**src/rtl/spi_pkg.sv**
```systemverilog
// Shared state encoding and widths for the SPI target register block.
package spi_pkg;

  typedef enum logic [1:0] {IDLE, CMD, WDATA, RDATA} spi_state_e;

  localparam int CMD_RW_BIT = 7;
  localparam int BYTE_W     = 8;

endpackage

```
**src/rtl/spi_shift8.sv**
```systemverilog
// Byte shifter with bit counter; done flags the edge that completes a byte.
// Parallel load wins over shift and restarts the count, so bytes run back to back.
module spi_shift8
  import spi_pkg::*;
(
  input  logic              sclk,
  input  logic              rst,
  input  logic              clr,
  input  logic              load,
  input  logic [BYTE_W-1:0] load_dat,
  input  logic              shift_en,
  input  logic              sin,
  output logic              msb,
  output logic [BYTE_W-1:0] byte_nxt,
  output logic              done
);

  logic [BYTE_W-1:0] sh;
  logic [2:0]        cnt;

  always_ff @(posedge sclk) begin
    if (rst || clr) begin
      sh  <= '0;
      cnt <= '0;
    end else if (load) begin
      sh  <= load_dat;
      cnt <= '0;
    end else if (shift_en) begin
      sh  <= byte_nxt;
      cnt <= cnt + 3'd1;
    end
  end

  assign byte_nxt = {sh[BYTE_W-2:0], sin};
  assign msb      = sh[BYTE_W-1];
  assign done     = shift_en && (cnt == 3'd7);

endmodule

```
**src/rtl/spi_target_regs.sv**
```systemverilog
// SPI target with byte register file: command byte (rw + addr) then data bytes, no idle edges needed.
// Burst address increment with wrap when SPI_TGT_AUTOINC_EN is defined, otherwise fixed address per frame.
module spi_target_regs
  import spi_pkg::*;
#(
  parameter int ADDR_W = 4
)
(
  input  logic                           sclk,
  input  logic                           rst,
  input  logic                           ss_n,
  input  logic                           mosi,
  output logic                           miso,
  output logic                           busy,
  output logic                           wr_stb,
  output logic [ADDR_W-1:0]              wr_addr,
  output logic [BYTE_W-1:0]              wr_data,
  output logic [BYTE_W*(2**ADDR_W)-1:0]  reg_file
);

  localparam int NREG = 2**ADDR_W;

  spi_state_e        state;
  logic              ss_q;
  logic [ADDR_W-1:0] addr;
  logic [ADDR_W-1:0] addr_nxt;
  logic [ADDR_W-1:0] cmd_addr;
  logic [BYTE_W-1:0] regs [NREG];

  logic              frame_start;
  logic              rx_en, rx_done, rx_msb;
  logic [BYTE_W-1:0] rx_byte;
  logic              tx_en, tx_done, tx_load, tx_msb;
  logic [BYTE_W-1:0] tx_nxt, tx_load_dat;
  logic              unused_shift;

`ifdef SPI_TGT_AUTOINC_EN
  assign addr_nxt = addr + 1'b1;
`else
  assign addr_nxt = addr;
`endif

  // A frame only opens on a sampled high-to-low of ss_n, so a select held low through reset is ignored.
  assign frame_start = (state == IDLE) && !ss_n && ss_q;
  assign rx_en       = !ss_n && (frame_start || state == CMD || state == WDATA);
  assign tx_en       = !ss_n && (state == RDATA);
  assign cmd_addr    = rx_byte[ADDR_W-1:0];
  assign tx_load     = (state == CMD && rx_done && rx_byte[CMD_RW_BIT]) || tx_done;
  assign tx_load_dat = (state == CMD) ? regs[cmd_addr] : regs[addr_nxt];

  spi_shift8 u_rx (
    .sclk     (sclk),
    .rst      (rst),
    .clr      (ss_n),
    .load     (1'b0),
    .load_dat ('0),
    .shift_en (rx_en),
    .sin      (mosi),
    .msb      (rx_msb),
    .byte_nxt (rx_byte),
    .done     (rx_done)
  );

  spi_shift8 u_tx (
    .sclk     (sclk),
    .rst      (rst),
    .clr      (ss_n),
    .load     (tx_load),
    .load_dat (tx_load_dat),
    .shift_en (tx_en),
    .sin      (1'b0),
    .msb      (tx_msb),
    .byte_nxt (tx_nxt),
    .done     (tx_done)
  );

  assign unused_shift = ^{rx_msb, tx_nxt};

  always_ff @(posedge sclk) begin
    if (rst) begin
      state   <= IDLE;
      ss_q    <= 1'b0;
      addr    <= '0;
      wr_stb  <= 1'b0;
      wr_addr <= '0;
      wr_data <= '0;
      for (int i = 0; i < NREG; i++) regs[i] <= '0;
    end else begin
      ss_q   <= ss_n;
      wr_stb <= 1'b0;
      unique case (state)
        IDLE: begin
          if (frame_start) state <= CMD;
        end
        CMD: begin
          if (ss_n) begin
            state <= IDLE;
          end else if (rx_done) begin
            addr  <= cmd_addr;
            state <= rx_byte[CMD_RW_BIT] ? RDATA : WDATA;
          end
        end
        WDATA: begin
          if (ss_n) begin
            state <= IDLE;
          end else if (rx_done) begin
            regs[addr] <= rx_byte;
            wr_stb     <= 1'b1;
            wr_addr    <= addr;
            wr_data    <= rx_byte;
            addr       <= addr_nxt;
          end
        end
        RDATA: begin
          if (ss_n) begin
            state <= IDLE;
          end else if (tx_done) begin
            addr <= addr_nxt;
          end
        end
        default: state <= IDLE;
      endcase
    end
  end

  assign miso = (state == RDATA) && tx_msb;
  assign busy = (state != IDLE);

  for (genvar g = 0; g < NREG; g++) begin : g_pack
    assign reg_file[g*BYTE_W +: BYTE_W] = regs[g];
  end

endmodule

```
**config.mk**
```make
export PLATFORM = sky130hd
export DESIGN_NAME = spi_target_regs
export DESIGN_NICKNAME = d
export VERILOG_FILES = /design/src/rtl/spi_pkg.sv /design/src/rtl/spi_shift8.sv /design/src/rtl/spi_target_regs.sv
export SDC_FILE = /design/constraint.sdc
export NUM_CORES = 1
export LEC_CHECK = 0
export CORE_ASPECT_RATIO = 2
export CORE_MARGIN = 5
export CORE_UTILIZATION = 30
export DETAILED_ROUTE_END_ITERATION = 10
export PLACE_DENSITY_LB_ADDON = 0.15
export SLEW_MARGIN = 10
export SYNTH_ARGS = -nofsm -noshare
export SYNTH_HDL_FRONTEND = slang
export SYNTH_SLANG_ARGS = --single-unit
```
**constraint.sdc**
```tcl
create_clock -name sclk -period 2.3 [get_ports sclk]
set_input_delay 0.46 -clock sclk [delete_from_list [all_inputs] [get_ports sclk]]
set_output_delay 0.46 -clock sclk [all_outputs]
set_load 0.02 [all_outputs]
```
# ---- Yosys cells after proc, flatten, opt, wreduce, memory -nomap -nowiden
# Memory sizes are Yosys's and may differ from the RTL's. A register that Yosys moved wholly into a read port is not among the register bits.
# Cells that the tools add are included.
dict set report classes {
  addsub 2
  eq_ne 8
  n_mux 21
  bitwise 1
  reduce_logical 23
}
# operator count
set ops {}
lappend ops {{$mux W8} 4}
lappend ops {{$mux W4} 3}
lappend ops {{$logic_and A1 B1 Y1} 9}
lappend ops {{$mux W1} 9}
lappend ops {{$reduce_and A3 Y1} 3}
lappend ops {{$mux W2} 4}
lappend ops {{$reduce_or A8 Y1} 1}
lappend ops {{$add A3 B1 Y3 const B} 2}
lappend ops {{$eq A3 B3 Y1 const B} 2}
lappend ops {{$pmux W2 S3} 1}
lappend ops {{$eq A2 B2 Y1 const B} 2}
lappend ops {{$logic_or A1 B1 Y1} 4}
lappend ops {{$reduce_bool A2 Y1} 2}
lappend ops {{$reduce_or A2 Y1} 2}
lappend ops {{$ne A3 B3 Y1 const B} 1}
lappend ops {{$eq A2 B1 Y1 const B} 1}
lappend ops {{$logic_not A2 Y1} 1}
lappend ops {{$ne A2 B1 Y1 const B} 1}
lappend ops {{$ne A2 B2 Y1 const B} 1}
lappend ops {{$logic_not A1 Y1} 1}
lappend ops {{$not A1 Y1} 1}
dict set report totals {
  regBits 41
  mem_bits_rw 128
  inputBits 4
  output_inout_bits 143
  elab_cells 66
  mem_count 1
}
# memory depth width rd rd_ports_with_merged_regs write_ports line_no
set memory_table {}
lappend memory_table {regs 16 8 18 1 16 spi_target_regs.sv:28} ;# logic [BYTE_W-1:0] regs [NREG];

# ---- Depth between registers and ports, before layout
dict set report depth {
  ltp_word 14
  ltp_mapped 8
}

# ---- Cells and area by module
# Synthesis repeated with hierarchy kept, for this count alone.
dict set report unflattened {
  hier_cells 708
  area_unflattened_um2 9097.5
}
# module instances cells_per_inst area_each_um2 seq_area_each_um2
set by_module_without_submodules {}
lappend by_module_without_submodules {spi_target_regs 1 610 7941.4 4324.1}
lappend by_module_without_submodules {spi_shift8 2 49 578.1 220.2}

# ---- Worst setup path before layout
# No wires, ideal clock.
dict set report synth_timing {
  path_kind {reg-to-reg}
  from {register u_rx.cnt[0]}
  to {memory regs[8][0], enable pin}
  arrival_ns 1.869
  t_required_ns 1.991
  setup_slack_ns 0.122
  stages_incl_launch_ff 7
  path_buffers 0
  synth_period_minus_slack_ns 2.178
  path_cell_list {dfxtp_1 ha_1 ha_1 nand4bb_1 or3_1 nor3_2 or2_2}
}
# item line_no
set synth_lines {}
lappend synth_lines {{start, declared} spi_shift8.sv:19} ;# logic [2:0] cnt;
lappend synth_lines {{start signal, assigned} spi_shift8.sv:30} ;# cnt <= cnt + 3'd1;
lappend synth_lines {{end, declared} spi_target_regs.sv:28}

==> results.txt <==
----------------------------------------------------
[Final layout]
  Sequential standard cell area ... between 4000 and 5000 µm²
  Area overhead of the layout relative to synthesis ... 31.9%
  Layout net count ... 837
  Number of antenna cells inserted ... 0
  Fraction of layout instances using a drive strength above 1 ... 0.224
  Number of inserted filler cells in the final layout ... ~2700
  Area used by multi-input combinational logic ... 3850 µm²

[Global routing]
  All-layer global routing usage ... 0.173
  First-pass GRT wire length ... roughly 43000 µm
  Total grt overflow ... 0
  Number of global-route vias before repair ... roughly 6300
  Largest net degree at the start of global routing ... 35
  Initial antenna violation count ... 0

[Placement]
  Placed wire-length estimate after detailed placement ... about 22000 µm
  Port buffer count ... ~150
  Placer Congestion ... between 0.8 and 0.9

[Detailed routing]
  Post-DR vias/cell ... 5.14
  Count of vias placed by the detailed router ... between 6000 and 7000
  Routed wire length ... around 29000 µm
  Post-route DRC ... 0
  Routed WL per cell ... approximately 24 µm
  Count of antenna-violating nets left after detailed routing ... 0
  Number of search-and-repair iterations in the first detailed-routing pass ... 5
  DR iter-0 viols ... 484

[Die]
  Die area ... around 33000 µm²
  Initial core utilization ... 0.302
  Floorplan die width ... between 100 and 150 µm
  Die Ht ... 253 µm
  Number of rows in the core area ... 89
  I/O pin total ... roughly 150
  Area inside the core boundary ... 29300 µm²

[Clock network]
  CTS clk-pin slew, worst paths ... ~0.070 ns
  Resized cells post-CTS ... 0
  Clk sinks ... 173
  Clock tree from TritonCTS ... done
  Number of buffers on the longest clock path ... 2
  Depth of the CTS H-tree ... 4
  Postcts setup bufs ... 0
  Later-pin clock latency in the skew report ... 0.44 ns
  Number of buffers added by the clock tree synthesis step ... 17
  Buffer type at the clock tree root ... sky130_fd_sc_hd__clkbuf_16
  Quantity of hold-fixing buffers added after cts ... 0

[Critical path]
  Worst path top cell family by delay ... simple AND/OR/NAND/NOR gates
  Largest driver fanout on the critical path ... 8
  Data arrival time of the critical path ... 2.29 ns
  Critical path launch point type ... flop
  Critical path data required time ... between 2 and 2.5 ns
  Critical path endpoint category ... flop
  Category of the most critical setup path ... reg -> reg
  Largest stage delay, worst path ... around 0.37 ns
  Sequence of cells on the critical path ... ha_1 -> ha_2 -> nand4bb_4 -> or3_1 -> buf_4 -> nor4_4 -> or2_2
  Max stage delay cell, worst path ... sky130_fd_sc_hd__or3_1
  Total buffers and inverters traversed by the critical path ... 1

[Synth]
  Synthesized area ... approximately 9000 µm²
  Cell types with the largest area share after synthesis ... sky130_fd_sc_hd__edfxtp_1 43%, sky130_fd_sc_hd__mux4_2 13%, sky130_fd_sc_hd__dfxtp_1 10%
  Register area share after synthesis ... 0.536
  Number of enable-type register cells in the synthesized netlist ... 128
  Share of the synthesized area in the top cell type ... 0.434
  Yosys warns ... 0
  Synthesized netlist cell count ... around 660
  Average footprint of a synthesized cell ... between 10 and 15 µm²
  Synth unique cells ... 44
  Most used DFF post-synth ... sky130_fd_sc_hd__edfxtp_1
  Most instantiated cells after synthesis ... 128 x sky130_fd_sc_hd__and2_1, 128 x sky130_fd_sc_hd__edfxtp_1, 50 x sky130_fd_sc_hd__mux4_2, 45 x sky130_fd_sc_hd__dfxtp_1, 45 x sky130_fd_sc_hd__nor2_1
  Largest area contributor in the synthesized netlist ... sky130_fd_sc_hd__edfxtp_1
  Proportion of register bits with asynchronous set or reset after synthesis ... 0
  Count of state elements after synthesis ... about 170
  Synthesized netlist net count ... about 670

[STA]
  Worst clock skew ... 0.0102 ns
  Slew at the pin closest to its max-slew limit ... between 0.8 and 0.9 ns
  Highest attainable clock frequency ... roughly 460 MHz
  Final setup vio count ... 0
  Hold Fails Final Rpt ... 0
  Final period util ... 0.943
  Fin crit period ... ~2.2 ns
  Hold_ws ... 0.460 ns
  Worst slew slack as a fraction of its limit ... 0.426
  RSZ-0062 raised after global routing ... no
  Final Max Slew Viols ... 0

[Power]
  Total net switching power ... between 1.5 and 2 mW
  Sw Ratio ... 0.243
  Worst vdd rail ir drop ... roughly 0.4 mV
  Power density normalized to cell area ... approximately 630 nW/µm²
  Pint ... roughly 5.6 mW
  Static power due to leakage ... 4.08 nW
  Post-route total power ... approximately 7.3 mW
  Register share of total power ... 0.489
  Part of the power in combinational logic ... 0.101
  Clock power frac ... 0.410

[Min path]
  Type of the most critical hold path ... reg -> reg

[Job]
  Maxcap violations ... 0

[Run status]
  Outcome ... finished, final reports clean

----------------------------------------------------
==> worst register-to-register path: stages, from the launching register on <==
cell,delay [ns]
sky130_fd_sc_hd__dfxtp_1,0.36
sky130_fd_sc_hd__ha_1,0.17
sky130_fd_sc_hd__ha_2,0.23
sky130_fd_sc_hd__nand4bb_4,0.15
sky130_fd_sc_hd__or3_1,0.37
sky130_fd_sc_hd__buf_4,0.19
sky130_fd_sc_hd__nor4_4,0.13
sky130_fd_sc_hd__or2_2,0.26
==> placed cells by master (no fill, tap or decap), types with 2 or more instances in the layout <==
cell,Yosys,final
sky130_fd_sc_hd__nand2b_1,3,3
sky130_fd_sc_hd__buf_12,1,6
sky130_fd_sc_hd__o22ai_1,13,13
sky130_fd_sc_hd__a21oi_1,18,18
sky130_fd_sc_hd__mux4_1,13,13
sky130_fd_sc_hd__nor4_1,6,6
sky130_fd_sc_hd__nor2b_1,4,4
sky130_fd_sc_hd__or2_2,18,15
sky130_fd_sc_hd__mux4_2,50,50
sky130_fd_sc_hd__dfxtp_2,0,2
sky130_fd_sc_hd__xor2_1,2,2
sky130_fd_sc_hd__and2_1,128,128
sky130_fd_sc_hd__nand2_1,34,34
sky130_fd_sc_hd__clkbuf_16,0,17
sky130_fd_sc_hd__clkinvlp_4,0,3
sky130_fd_sc_hd__clkdlybuf4s50_1,0,143
sky130_fd_sc_hd__a31oi_1,3,3
sky130_fd_sc_hd__inv_1,4,4
sky130_fd_sc_hd__nand3b_1,5,5
sky130_fd_sc_hd__inv_6,0,4
sky130_fd_sc_hd__dfxtp_1,45,43
sky130_fd_sc_hd__ha_1,4,3
sky130_fd_sc_hd__nor3_2,7,8
sky130_fd_sc_hd__and3_1,2,2
sky130_fd_sc_hd__inv_8,0,2
sky130_fd_sc_hd__buf_4,2,55
sky130_fd_sc_hd__bufinv_16,0,3
sky130_fd_sc_hd__nand3_1,6,6
sky130_fd_sc_hd__mux2_2,12,12
sky130_fd_sc_hd__edfxtp_1,128,128
sky130_fd_sc_hd__dlymetal6s2s_1,0,2
sky130_fd_sc_hd__clkinv_1,0,2
sky130_fd_sc_hd__a311oi_1,2,2
sky130_fd_sc_hd__nor2_1,45,44
sky130_fd_sc_hd__mux2i_1,32,32
sky130_fd_sc_hd__or2_4,0,3
sky130_fd_sc_hd__nand4_1,4,4
==> flip-flops by register name (all words and copies together) (netlist names), named ones only <==
| register | count |
|---|---|
| regs | 128 |
| u_tx.sh | 8 |
| wr_data | 8 |
| u_rx.sh | 7 |
| addr | 4 |
| wr_addr | 4 |
| u_rx.cnt | 3 |
| u_tx.cnt | 3 |
| state | 2 |
| ss_q | 1 |
| wr_stb | 1 |
==> worst paths after layout <==
kind                                               start                       end  slack [ns]  depth (start not counted)
worst max register to register  u_rx.cnt[0]$_SDFFE_PP0P_  regs[0][1]$_SDFFCE_PN0P_        0.13                          7
worst max-delay path            u_rx.cnt[0]$_SDFFE_PP0P_  regs[0][1]$_SDFFCE_PN0P_        0.13                          7
worst min-delay path             wr_data[2]$_SDFFE_PP0P_   wr_data[2]$_SDFFE_PP0P_        0.46                          2
worst min register to register   wr_data[2]$_SDFFE_PP0P_   wr_data[2]$_SDFFE_PP0P_        0.46                          2
==> layout make-up <==
cell class	instances	share of cell area
Clock buffer	17	0.0364
Timing Repair Buffer	207	0.171
Clock inverter	15	0.0156
Multi-Input combinational cell	426	0.330
Tap cell	364	0.0390
Inverter	4	0.00129
Sequential cell	173	0.407
==> per-layer routing <==
layer / track usage / vias up / wire [µm]
met5: 0 / - / 0
met4: 0.0824 / 0 / 1280
met3: 0.0308 / 54 / 1430
met2: 0.301 / 255 / 15000
met1: 0.206 / 3099 / 11300
li1: - / 2790 / -
==> cells by family after synthesis <==
logic type               share of synthesized area
AND/OR/NAND/NOR                              0.176
flip-flops                                   0.536
multiplexers                                 0.220
buffers and inverters                       0.0320
AO/OA/AOI/OAI                               0.0276
adder cells (fa/ha/maj)                    0.00566
XOR/XNOR                                   0.00198
==> through the flow <==
step                      setup TNS, ns  setup WS (ns)  utilization  instance area (µm²)  std cells
after global routing                  0         0.0216        0.399                11700       1206
after detailed placement         -15.01         -0.188        0.377                11000       1174
final                                 0          0.132        0.399                11700       1206
after CTS                             0         0.0232        0.397                11600       1206
after floorplan                       0          0.122            -                 8850        657
after global placement           -11.83         -0.153        0.377                11000       1174
==> power groups by stage <==
stage	registers, mW	logic (mW)	clock network (mW)
3_3_place_gp	3.66	0.752	0
2_1_floorplan	3.75	0.244	0
4_1_cts	3.59	0.757	3.07
3_5_place_dp	3.66	0.755	0
6_report	3.59	0.743	3.01
5_1_grt	3.61	0.779	3.18
Note: power is estimated with default switching activity, not from simulation.
